File: src/rtl/uart_rx_byte.sv
// UART receive front end: 2-flop synchronizer, start-edge detect, and an
// IDLE/START/DATA/PARITY/STOP sampler that delivers one byte plus error flags.
module uart_rx_byte #(
   parameter int BR         = 434,
   parameter bit PARITY_ODD = 1'b0
) (
   input  logic       clk,
   input  logic       rst_n,
   input  logic       rx,
   input  logic       rx_en,
   output logic [7:0] rx_data,
   output logic       rx_vld,
   output logic       parity_err,
   output logic       frame_err,
   output logic       busy
);

   localparam int CW = $clog2(BR);
   localparam logic [CW-1:0] BIT_END = CW'(BR - 1);
   localparam logic [CW-1:0] SAMPLE  = CW'(BR / 2);

   localparam logic [2:0] IDLE   = 3'd0;
   localparam logic [2:0] START  = 3'd1;
   localparam logic [2:0] DATA   = 3'd2;
   localparam logic [2:0] PARITY = 3'd3;
   localparam logic [2:0] STOP   = 3'd4;

   logic          sync1_q, rx_s_q, rx_d_q;
   logic [2:0]    state_q, state_d;
   logic [CW-1:0] br_cnt_q, br_cnt_d;
   logic [2:0]    bit_cnt_q, bit_cnt_d;
   logic [7:0]    shift_q, shift_d;
   logic          par_q, par_d;
   logic [7:0]    rx_data_q, rx_data_d;
   logic          rx_vld_q, rx_vld_d;
   logic          perr_q, perr_d;
   logic          ferr_q, ferr_d;
   logic          start_edge, bit_end, sample_pt;

   // Sync flops reset high so a line that is already idle never looks like an edge.
   always_ff @(posedge clk or negedge rst_n) begin
      if (!rst_n) begin
         sync1_q <= 1'b1;
         rx_s_q  <= 1'b1;
         rx_d_q  <= 1'b1;
      end else begin
         sync1_q <= rx;
         rx_s_q  <= sync1_q;
         rx_d_q  <= rx_s_q;
      end
   end

   assign start_edge = rx_d_q & ~rx_s_q;
   assign bit_end    = (br_cnt_q == BIT_END);
   assign sample_pt  = (br_cnt_q == SAMPLE);

   always_comb begin
      state_d   = state_q;
      br_cnt_d  = br_cnt_q;
      bit_cnt_d = bit_cnt_q;
      shift_d   = shift_q;
      par_d     = par_q;
      rx_data_d = rx_data_q;
      rx_vld_d  = 1'b0;
      perr_d    = perr_q;
      ferr_d    = ferr_q;

      if (state_q != IDLE) begin
         br_cnt_d = bit_end ? '0 : br_cnt_q + 1'b1;
      end

      case (state_q)
         IDLE: begin
            br_cnt_d  = '0;
            bit_cnt_d = 3'd0;
            if (rx_en && start_edge) state_d = START;
         end
         START: begin
            if (sample_pt && rx_s_q) state_d = IDLE;
            else if (bit_end)        state_d = DATA;
         end
         DATA: begin
            if (sample_pt) shift_d[bit_cnt_q] = rx_s_q;
            if (bit_end) begin
               if (bit_cnt_q == 3'd7) begin
                  state_d   = PARITY;
                  bit_cnt_d = 3'd0;
               end else begin
                  bit_cnt_d = bit_cnt_q + 3'd1;
               end
            end
         end
         PARITY: begin
            if (sample_pt) par_d = rx_s_q;
            if (bit_end)   state_d = STOP;
         end
         STOP: begin
            // Leave at mid-stop so a start bit right after the stop bit is caught.
            if (sample_pt) begin
               rx_data_d = shift_q;
               perr_d    = ((^shift_q) ^ par_q) != PARITY_ODD;
               ferr_d    = ~rx_s_q;
               rx_vld_d  = 1'b1;
               state_d   = IDLE;
            end
         end
         default: state_d = IDLE;
      endcase

      if (state_d != state_q) br_cnt_d = '0;
   end

   always_ff @(posedge clk or negedge rst_n) begin
      if (!rst_n) begin
         state_q   <= IDLE;
         br_cnt_q  <= '0;
         bit_cnt_q <= 3'd0;
         shift_q   <= 8'h00;
         par_q     <= 1'b0;
         rx_data_q <= 8'h00;
         rx_vld_q  <= 1'b0;
         perr_q    <= 1'b0;
         ferr_q    <= 1'b0;
      end else begin
         state_q   <= state_d;
         br_cnt_q  <= br_cnt_d;
         bit_cnt_q <= bit_cnt_d;
         shift_q   <= shift_d;
         par_q     <= par_d;
         rx_data_q <= rx_data_d;
         rx_vld_q  <= rx_vld_d;
         perr_q    <= perr_d;
         ferr_q    <= ferr_d;
      end
   end

   assign rx_data    = rx_data_q;
   assign rx_vld     = rx_vld_q;
   assign parity_err = perr_q;
   assign frame_err  = ferr_q;
   assign busy       = (state_q != IDLE);

endmodule

File: config.mk
export PLATFORM = sky130hd
export DESIGN_NAME = uart_rx_byte
export DESIGN_NICKNAME = d
export VERILOG_FILES = /design/src/rtl/uart_rx_byte.sv
export SDC_FILE = /design/constraint.sdc
export NUM_CORES = 1
export LEC_CHECK = 0
export CAP_MARGIN = 20
export CORE_UTILIZATION = 57
export CTS_CLUSTER_SIZE = 25
export DETAILED_ROUTE_END_ITERATION = 8
export GPL_ROUTABILITY_DRIVEN = 0
export PLACE_DENSITY = 0.79
export SYNTH_ARGS = -nofsm -noshare
export SYNTH_HDL_FRONTEND = slang
export SYNTH_SLANG_ARGS = --single-unit
File: constraint.sdc
create_clock -name clk -period 1.95 [get_ports clk]
set_input_delay 0.2925 -clock clk [delete_from_list [all_inputs] [get_ports clk]]
set_output_delay 0.2925 -clock clk [all_outputs]
set_load 0.01 [all_outputs]
==> metrics.md <==
| Metric | Value |
|---|---|
| PwrDens | `~560 mW/mm^2` |
| Final min period | `1858 ps` |
| Placeable Area | `a little over 0.003 mm^2` |
| CP startpoint kind | `register` |
| Sum of buffers and inverters on the critical path | `1` |
| Crit Path Class | `reg2reg` |
| Final instance area | `between 0.002 and 0.0025 mm^2` |
| Most used flip-flop cell after synthesis | `dfrtp_1` |
| Synth Warn # | `0` |
| Share of Yosys cell area claimed by the top area cell type | `0.4679` |
| Root buffer cell | `clkbuf_4` |
| Die Wd | `between 50 and 60 um` |
| Top-count cell post-synth | `dfrtp_1` |
| DR pass1 iterations | `4` |
| Vias in the first global route | `1200` |
| Antenna-violating nets left | `0` |
| DRC violations left | `0` |
| Die height | `just under 60 um` |
| Global routing usage on met3 | `0.06114` |
| Standard-cell rows | `20` |
| Skew final | `slightly above 4 ps` |
| Number of max-cap violations | `0` |
| Fin nets | `between 200 and 250` |
| Post-synthesis async set-or-reset flop share | `1.000` |
| Final WS setup | `between 90 and 100 ps` |
| Initial core utilization | `0.6081` |
| Slew at the pin with the worst max-slew slack | `around 830 ps` |
| Top delay family on crit path | `simple AND/OR/NAND/NOR gates` |
| Synth area leaders | `dfrtp_1, mux2_2, nand2_1` |
| Netlist cell types | `39` |
| DRT Wirelength | `3256 um` |
| Max stage delay on crit path | `420 ps` |
| Synth area leader | `dfrtp_1` |
| Initial drt markers | `20` |
| HPWL after DPL | `roughly 2300 um` |
| Synth Area per Inst | `~11 um^2` |
| GR met1 Demand/Resource | `0.2468` |
| RSZ-0062 raised after global routing | `yes` |
| Via count | `approximately 1300` |
| Crit Reg-Reg Endpoint | `shift_q[7]` |
| R2r setup slk | `a little over 90 ps` |
| Worst path required time | `between 2000 and 2500 ps` |
| CP arrival | `between 2000 and 2500 ps` |
| Post-synth net total | `approximately 180` |
| Yosys reg bits | `38` |
| HP Class | `in2async` |
| Leak pwr | `~1 nW` |
| EDFF count, synth | `0` |
| Peak supply drop | `between 400 and 500 uV` |
| Clk_lat worst skew | `around 340 ps` |
| Sequential fraction of the synthesis area | `0.5100` |
| Dpl ws | `about 95 ps` |
| Crit end category | `register` |
| Synth Instances | `between 150 and 200` |
| CTS sink count | `38` |
| GR Util met2 | `0.3628` |
| GRT Overall Usage | `0.2147` |
| Post-Syn Area | `~0.0019 mm^2` |
| Final Cycle Share | `0.9531` |
| Fin util | `0.7159` |
| Tot Pwr | `about 0.0012 W` |
| FILL cells | `about 240` |
| H-tree Lvls | `2` |
| Largest net degree at the start of global routing | `39` |
| First-pass GRT wire length | `~5400 um` |
| Peak Freq | `approximately 0.54 GHz` |
| Fin Hold WS | `~34 ps` |
| Final Hold Fails | `0` |
| Reg-to-reg startpoint | `br_cnt_q[1]` |
| Num ports | `16` |
| Critical Path End | `shift_q[7]` |
| Max-slew headroom | `0.4500` |
| I/O Buffers | `15` |
| Placement Cell Area | `approximately 0.0021 mm^2` |
| Critical Path, Cell by Cell | `inv_1 > ha_1 > nand3b_1 > nor3b_2 > and4b_4 > nand3_2 > mux2_4` |
| Area delta synth->final | `17.71%` |
| Share of cells above drive strength 1 | `0.2462` |
| CTS tree | `built` |
| Status | `complete, no violations` |
| CP max stage cell | `dfrtp_1` |
| Clk pin slew, worst setup/hold paths | `~100 ps` |
| Maximum clock path buffer count | `2` |
| GR peak layer | `met2` |
| Commonest cells in the netlist | `dfrtp_1, nand2_1, mux2_2, nand3_1, nor2_1` |
| CP startpoint | `br_cnt_q[1]` |
| CTS Buf Count | `5` |
| Antenna violations before repair | `0` |
| Total congestion overflow | `0` |
| Die Area | `0.003517 mm^2` |
| Avg WL per Cell | `about 13 um` |
| Worst path depth | `7` |
| Pins Over Slew Limit | `0` |
| Worst r2r path cells | `7` |
| Final setup viols | `0` |
| Vias/cell | `5.313` |
| ANT cells | `0` |
| CP max FO | `4` |
==> routing by layer <==
| layer | up-vias | part of all wire |
|---|---|---|
| li1 | 637 | - |
| met5 | - | 0 |
| met2 | 28 | 0.51 |
| met4 | 0 | 0.024 |
| met1 | 618 | 0.43 |
| met3 | 8 | 0.037 |
==> power breakdown <==
group	switching (W)	internal (W)
clock network	0.000242	0.000175
registers	0.00000175	0.000793
logic	0.0000192	0.00000660
total	0.000263	0.000975
==> registers in the layout, summed over array words and instances (netlist names), 3 cells and up <==
signal	cells
bit_cnt_q	3
shift_q	8
br_cnt_q	9
rx_data	8
state_q	3
==> metrics by stage <==
| step | TNS, ps | std cells |
|---|---|---|
| floorplan | 0 | 171 |
| global placement | 0 | 232 |
| detailed placement | 0 | 232 |
| CTS | 0 | 240 |
| global route | -10.60 | 243 |
| finish | 0 | 243 |
==> cell families (layout without fill, tap and decap cells) <==
kind of cell / count (synthesis) / in the layout / share of synthesized area
xor gates and xnor gates: 14 / 14 / 0.06551
and+or+nand+nor: 71 / 71 / 0.2079
DFF: 38 / 38 / 0.5100
adders and majority gates: 4 / 4 / 0.02674
buffers and inverters: 12 / 40 / 0.03008
AOI/OAI and AO/OA: 15 / 15 / 0.05414
muxes: 17 / 17 / 0.1056
==> placed cells by master (no fill, tap or decap), drive strengths merged, types with 2 or more instances in the layout <==
master,instances
o31ai,2
xnor2,9
a21oi,2
xor2,5
nor3b,3
buf,12
clkdlybuf4s50,13
ha,4
nand3b,3
nor4,2
clkbuf,7
mux2,16
and2b,2
dfstp,3
nand3,12
dfrtp,35
nor3,5
inv,6
nand2,24
o21ai,7
nor2,12
==> worst reg2reg max path, stage by stage, from the launching register on <==
cell and delay, ps:
dfrtp_1 420, inv_1 70, ha_1 160, nand3b_1 150, nor3b_2 270, and4b_4 300
nand3_2 90, mux2_4 310
==> layout make-up <==
class                      count  area (um^2)  share of cell area
multi-input combinational    121        879.6              0.3992
clock inverter                 1        5.005            0.002271
clock buffer                   7        55.05             0.02499
timing repair buffer          26        230.2              0.1045
tap                           44        55.05             0.02499
sequential                    38        955.9              0.4338
inverter                       6        22.52             0.01022
==> worst min-delay path by stage <==
stage	from	to	slack, ps	depth (start not counted)
after CTS	rst_n	parity_err	50	1
final	rst_n	frame_err	30	1
after floorplan	rst_n	bit_cnt_q[0]	-3	0
after detailed placement	sync1_q	rx_s_q	350	0
after global routing	rst_n	rx_data[2]	90	1
after global placement	sync1_q	rx_s_q	350	0
==> what timing repair did <==
action | 4_1_cts | 5_1_grt
buffers inserted | 0 | 3
setup endpoints to repair | 1 | 9
gates resized for setup | 2 | 3
hold buffers | 0 | 0
endpoints found under the hold margin | 0 | 0
Power figures use the tool's default switching activity.
